===== src/rtl/div_mod_top_if.sv =====
// Request/result bundle for the divide/modulo unit.
// Ports: dividend, divisor, mode, valid_input (request); valid_output, final_output (result).
interface div_mod_top_if #(
    parameter int WIDTH = 16
);
    logic [WIDTH-1:0] dividend;
    logic [WIDTH-1:0] divisor;
    logic             mode;
    logic             valid_input;
    logic             valid_output;
    logic [WIDTH-1:0] final_output;

    modport master (
        output dividend, divisor, mode, valid_input,
        input  valid_output, final_output
    );

    modport slave (
        input  dividend, divisor, mode, valid_input,
        output valid_output, final_output
    );
endinterface


===== src/rtl/div_mod_top.sv =====
// Multi-cycle radix-2 restoring divide/modulo unit, one result per request.
// Ports: clk, reset (async active-low), bus (div_mod_top_if.slave).
// Build option: DIV_SIGNED_EN selects two's complement operands (truncating division).
module div_mod_top #(
    parameter int WIDTH = 16
) (
    input  logic          clk,
    input  logic          reset,
    div_mod_top_if.slave  bus
);
    localparam int CW = $clog2(WIDTH + 1);

    typedef enum logic [1:0] {
        S_IDLE,
        S_CALC,
        S_DONE
    } state_t;

    state_t           r_state;
    state_t           w_next;
    logic [CW-1:0]    r_cnt;
    logic [WIDTH-1:0] r_rem;
    logic [WIDTH-1:0] r_quo;
    logic [WIDTH-1:0] r_dvsr;
    logic             r_mode;
    logic [WIDTH-1:0] r_out;
    logic             r_valid;

    logic             w_accept;
    logic             w_last;
    logic [WIDTH:0]   w_shift;
    logic             w_ge;
    logic [WIDTH-1:0] w_diff;
    logic             w_load;
    logic [WIDTH-1:0] w_res;
    logic [WIDTH-1:0] w_dvd_in;
    logic [WIDTH-1:0] w_dvs_in;

`ifdef DIV_SIGNED_EN
    logic r_neg_q;
    logic r_neg_r;

    // Divide magnitudes; signs are restored when the result is loaded.
    assign w_dvd_in = bus.dividend[WIDTH-1] ? -bus.dividend : bus.dividend;
    assign w_dvs_in = bus.divisor[WIDTH-1]  ? -bus.divisor  : bus.divisor;
`else
    assign w_dvd_in = bus.dividend;
    assign w_dvs_in = bus.divisor;
`endif

    assign w_accept = (r_state == S_IDLE) && bus.valid_input;
    assign w_last   = (r_cnt == CW'(WIDTH - 1));

    // Partial remainder needs one extra bit after the shift.
    assign w_shift  = {r_rem, r_quo[WIDTH-1]};
    assign w_ge     = (w_shift >= {1'b0, r_dvsr});
    // When w_ge holds the true difference is below 2^WIDTH.
    assign w_diff   = w_shift[WIDTH-1:0] - r_dvsr;

    // State register
    always_ff @(posedge clk or negedge reset) begin
        if (!reset) begin
            r_state <= S_IDLE;
        end else begin
            r_state <= w_next;
        end
    end

    // Next-state logic
    always_comb begin
        w_next = r_state;
        case (r_state)
            S_IDLE:  if (bus.valid_input) w_next = S_CALC;
            S_CALC:  if (w_last) w_next = S_DONE;
            S_DONE:  w_next = S_IDLE;
            default: w_next = S_IDLE;
        endcase
    end

    // Output logic
    always_comb begin
        w_load = (r_state == S_DONE);
`ifdef DIV_SIGNED_EN
        w_res = r_mode ? (r_neg_r ? -r_rem : r_rem)
                       : (r_neg_q ? -r_quo : r_quo);
`else
        w_res = r_mode ? r_rem : r_quo;
`endif
    end

    // Datapath
    always_ff @(posedge clk or negedge reset) begin
        if (!reset) begin
            r_cnt   <= '0;
            r_rem   <= '0;
            r_quo   <= '0;
            r_dvsr  <= '0;
            r_mode  <= 1'b0;
            r_out   <= '0;
            r_valid <= 1'b0;
`ifdef DIV_SIGNED_EN
            r_neg_q <= 1'b0;
            r_neg_r <= 1'b0;
`endif
        end else begin
            r_valid <= w_load;
            if (w_load) begin
                r_out <= w_res;
            end
            if (w_accept) begin
                r_cnt  <= '0;
                r_rem  <= '0;
                r_quo  <= w_dvd_in;
                r_dvsr <= w_dvs_in;
                r_mode <= bus.mode;
`ifdef DIV_SIGNED_EN
                r_neg_q <= bus.dividend[WIDTH-1] ^ bus.divisor[WIDTH-1];
                r_neg_r <= bus.dividend[WIDTH-1];
`endif
            end else if (r_state == S_CALC) begin
                r_cnt <= r_cnt + 1'b1;
                r_rem <= w_ge ? w_diff : w_shift[WIDTH-1:0];
                r_quo <= {r_quo[WIDTH-2:0], w_ge};
            end
        end
    end

    assign bus.valid_output = r_valid;
    assign bus.final_output = r_out;
endmodule


===== src/flat_wrapper.sv =====
// flat-port wrapper written by rule: the top's interface ports become plain ports
module div_mod_top_flat 
#(
    parameter int WIDTH = 16
)
  (clk, reset, bus_dividend, bus_divisor, bus_mode, bus_valid_input, bus_valid_output, bus_final_output);
  div_mod_top_if #(.WIDTH(WIDTH)) bus_i ();
  input  logic clk;
  input  logic reset;
  input wire logic [$bits(bus_i.dividend)-1:0] bus_dividend;
  input wire logic [$bits(bus_i.divisor)-1:0] bus_divisor;
  input wire logic [$bits(bus_i.mode)-1:0] bus_mode;
  input wire logic [$bits(bus_i.valid_input)-1:0] bus_valid_input;
  output wire logic [$bits(bus_i.valid_output)-1:0] bus_valid_output;
  output wire logic [$bits(bus_i.final_output)-1:0] bus_final_output;
  assign bus_i.dividend = bus_dividend;
  assign bus_i.divisor = bus_divisor;
  assign bus_i.mode = bus_mode;
  assign bus_i.valid_input = bus_valid_input;
  assign bus_valid_output = bus_i.valid_output;
  assign bus_final_output = bus_i.final_output;
  div_mod_top #(.WIDTH(WIDTH)) u_core (.clk(clk), .reset(reset), .bus(bus_i));
endmodule

===== config.mk =====
export PLATFORM = sky130hd
export DESIGN_NAME = div_mod_top_flat
export DESIGN_NICKNAME = d
export VERILOG_FILES = /design/src/rtl/div_mod_top_if.sv /design/src/rtl/div_mod_top.sv /design/src/flat_wrapper.sv
export SDC_FILE = /design/constraint.sdc
export NUM_CORES = 1
export LEC_CHECK = 0
export BUFFER_PORTS_ARGS = -buffer_cell sky130_fd_sc_hd__clkbuf_2
export CAP_MARGIN = 25
export CORE_MARGIN = 2
export CORE_UTILIZATION = 58
export CTS_CLUSTER_DIAMETER = 150
export DETAILED_ROUTE_END_ITERATION = 16
export PLACE_DENSITY = 0.86
export SETUP_SLACK_MARGIN = 0.3
export SLEW_MARGIN = 40
export SYNTH_ARGS = -nofsm -noshare
export SYNTH_HDL_FRONTEND = slang
export SYNTH_SLANG_ARGS = --single-unit

===== constraint.sdc =====
create_clock -name clk -period 2.6 [get_ports clk]
set_input_delay 0.65 -clock clk [delete_from_list [all_inputs] [get_ports clk]]
set_output_delay 0.65 -clock clk [all_outputs]
set_load 0.05 [all_outputs]

==> key figures <==
Placed design
  • DP Area: 4390 um2
  • Dpl hpwl: 6.43 mm
  • Place WS: 160 ps
  • Final GP Congestion: 0.916
  • I/O Buffers: 52

Die
  • Core ar.: 6790 um2
  • Row cnt: 30
  • IO Pins: 53
  • Die ar.: 7740 um2
  • Die Wd: 88.0 um
  • Die Y-Extent: 88.0 um
  • Initial Util: 60.2%

STA
  • Final cycle utilization of the critical path: 86.3%
  • RSZ-0062 raised after global routing: yes
  • Fin. max-slew vios: 0
  • Final hold violation count: 0
  • Final setup margin: 355 ps
  • Worst Skew: 10.2 ps
  • Worst slew margin relative to its limit: 54.8%
  • Slew at the pin closest to its max-slew limit: 677 ps
  • Fmax: 445 MHz
  • Final Hold Slack: 294 ps
  • Final setup fails: 0
  • Minimum clock period: 2240 ps
  • Fin Setup TNS: 0 ps

Drt
  • Vias per cell: 5.94
  • Antenna Nets Post-Route: 0
  • DRT Pass-1 Iters: 6
  • Total wire length: 9.40 mm
  • Via count of the routed design: 3,569
  • Post-route DRC: 0
  • Initial DRC count: 265
  • Routed len/inst: 15.6 um

Yosys
  • Adder-cell share of the synthesized area: 5.99%
  • Main combinational cell family by area after synthesis: compound AO/OA/AOI/OAI gates
  • Syn Inst Count: 450
  • Syn Area/Cell: 9.09 um2
  • Ys async rst share: 100%
  • Simple-Gate Fraction of Synth Area: 18.4%
  • Multiplexer area fraction after synthesis: 3.91%
  • Post-synth top flop: dfrtp_1
  • Post-synthesis xor/xnor area fraction: 1.71%
  • Synth warn: 0
  • Count of cell types in the netlist: 53
  • Complex-gate fraction of the synthesized area: 20.0%
  • Post-synthesis net count: 505
  • Number of synthesized flops with an enable pin: 0
  • Post-synthesis cell area: 4090 um2
  • Register area share after synthesis: 44.6%
  • Seq cells post-synth: 73

Setup path
  • Worst path cell trace: ha_1 > o211ai_1 > a21oi_2 > o21ai_2 > and3_4 > buf_4 > o211ai_1 > o211ai_1
  • R2r setup slk: 360 ps
  • Most common cell on crit path: o211ai_1
  • Worst reg-to-reg path cell count: 8
  • Crit-path max cell delay: 440 ps
  • Critical Path End Type: flip-flop
  • Delay-heaviest family, CP: compound AO/OA/AOI/OAI gates
  • Critical Path Fanout Max: 9
  • R2r endpoint: u_core.r_rem[12]
  • Worst path bufs/invs: 1
  • Startpoint Class: flip-flop
  • Slowest-stage cell, CP: dfrtp_1
  • Reg-to-Reg Start: u_core.r_rem[1]
  • Worst Setup Path Type: reg -> reg
  • CP Data Arrival Time: 2470 ps
  • Critical Path RT: 2830 ps

Clocking
  • # clock sinks: 73
  • CTS tree: built
  • Number of CTS-inserted buffers: 9
  • Clock-pin slew on the worst setup and hold paths: 80 ps
  • Hold Buf Count CTS: 0
  • H-tree levels: 3
  • Worst-skew pair later-pin latency: 360 ps
  • Root buf cell: clkbuf_8
  • Max Root-Sink Buffers: 2

Global routing
  • Vias in the first global route: 3,223
  • Total GRT Usage: 25.9%
  • GRT overflow: 0
  • First-pass GRT wire length: 15.4 mm
  • Initial antenna violation count: 0
  • Largest net degree at the start of global routing: 74

Layout
  • Final net count: 555
  • Number of fill cells: 509
  • Most common cell after layout, fill and taps aside: nand2_1
  • Layout cells sized above 1: 20.8%
  • Synth-to-Final Area Change: 14.4%
  • Antenna Cells: 0
  • Most frequent cells in the layout: nand2_1 (84), dfrtp_1 (72), clkbuf_2 (51)
  • Final instance area: 4680 um2
  • Storage element area: 1830 um2
  • Multi-input logic area: 2110 um2

Run status
  • Status: finished, final reports clean

Job
  • Max-Cap Viols: 0

Worst hold path
  • Worst min path class: in -> async
[state kept, by name (all words and copies together), names as in the netlist]
signal                   flops
u_core.r_mode                1
u_core.r_cnt                 5
u_core.bus.final_output     16
u_core.r_state               2
u_core.r_dvsr               16
u_core.r_rem                16
u_core.bus.valid_output      1
u_core.r_quo                16
[cell type report]
class	instances	share of cell area (%)
clock buffer	11	2.81
sequential	73	39.1
inverter	20	1.60
clock inverter	5	1.20
multi-input combinational	333	45.2
tap	96	2.57
timing repair buffer	63	7.59
[layer usage]
| layer | up-vias | track usage [%] | part of all wire, % |
|---|---|---|---|
| met5 | - | 0 | 0 |
| met4 | 0 | 13.6 | 2.8 |
| met3 | 24 | 4.24 | 6.3 |
| met2 | 147 | 38.2 | 45 |
| met1 | 1681 | 36.8 | 46 |
| li1 | 1717 | - | - |
[Yosys cell counts, types with 2 or more instances]
cell      count  area (um2)
nand2_1      84         315
dfrtp_1      73        1830
o21ai_0      53         265
inv_1        20        75.1
nand3_1      20         100
o211ai_1     20         150
ha_1         18         225
nor2_1       17        63.8
clkbuf_1     16        60.1
mux2i_1      16         160
a21oi_1      15        75.1
a22oi_1      14         105
nand4_1       8        50.1
nor3_1        7        35.0
xnor2_1       7        61.3
a21o_1        6        45.0
nand2b_1      4        25.0
o31ai_1       3        22.5
or3_1         3        18.8
a211oi_1      2        15.0
a221o_1       2        20.0
and2_1        2        12.5
and3_1        2        12.5
and4_1        2        17.5
buf_6         2        22.5
clkbuf_8      2        27.5
nor2b_1       2        12.5
o21a_1        2        15.0
o41ai_1       2        17.5
or2_2         2        12.5
or4_1         2        15.0
[metrics by stage]
| stage | cells | util, % |
|---|---|---|
| global route | 601 | 68.9 |
| global placement | 580 | 64.6 |
| CTS | 600 | 68.0 |
| detailed placement | 580 | 64.6 |
| finish | 601 | 68.9 |
| floorplan | 450 | - |
[what timing repair did]
| action | CTS | global route |
|---|---|---|
| setup endpoints to repair | 17 | 17 |
| setup buffers | 4 | 1 |
| gates resized for setup | 4 | 18 |
| pin swaps | 3 | 5 |
[worst reg2reg max path, cell delays in order (launching register included)]
cell and delay [ps]:
dfrtp_1 440, ha_1 440, o211ai_1 130, a21oi_2 260, o21ai_2 160, and3_4 210, buf_4 150, o211ai_1 190
o211ai_1 130
[kinds of logic after synthesis]
| family | Yosys count |
|---|---|
| muxes | 16 |
| and+or+nand+nor | 162 |
| DFF | 73 |
| adders and majority gates | 19 |
| buffers and inverters | 44 |
| xor gates and xnor gates | 8 |
| AOI/OAI and AO/OA | 128 |
[how the worst max path moves through the flow]
stage,slack (ps),start,endpoint,cells past startpoint
after floorplan,420,u_core.r_rem[13],u_core.r_rem[4],8
after global placement,220,u_core.r_rem[1],u_core.r_quo[0],7
after detailed placement,160,u_core.r_rem[1],u_core.r_rem[10],7
after CTS,300,u_core.r_rem[13],u_core.r_rem[14],8
after global routing,270,u_core.r_rem[1],u_core.r_rem[12],8
final,360,u_core.r_rem[1],u_core.r_rem[12],8
Power is not shown: default switching activity piles up to over one toggle a cycle in this logic, so the estimate is an artifact.
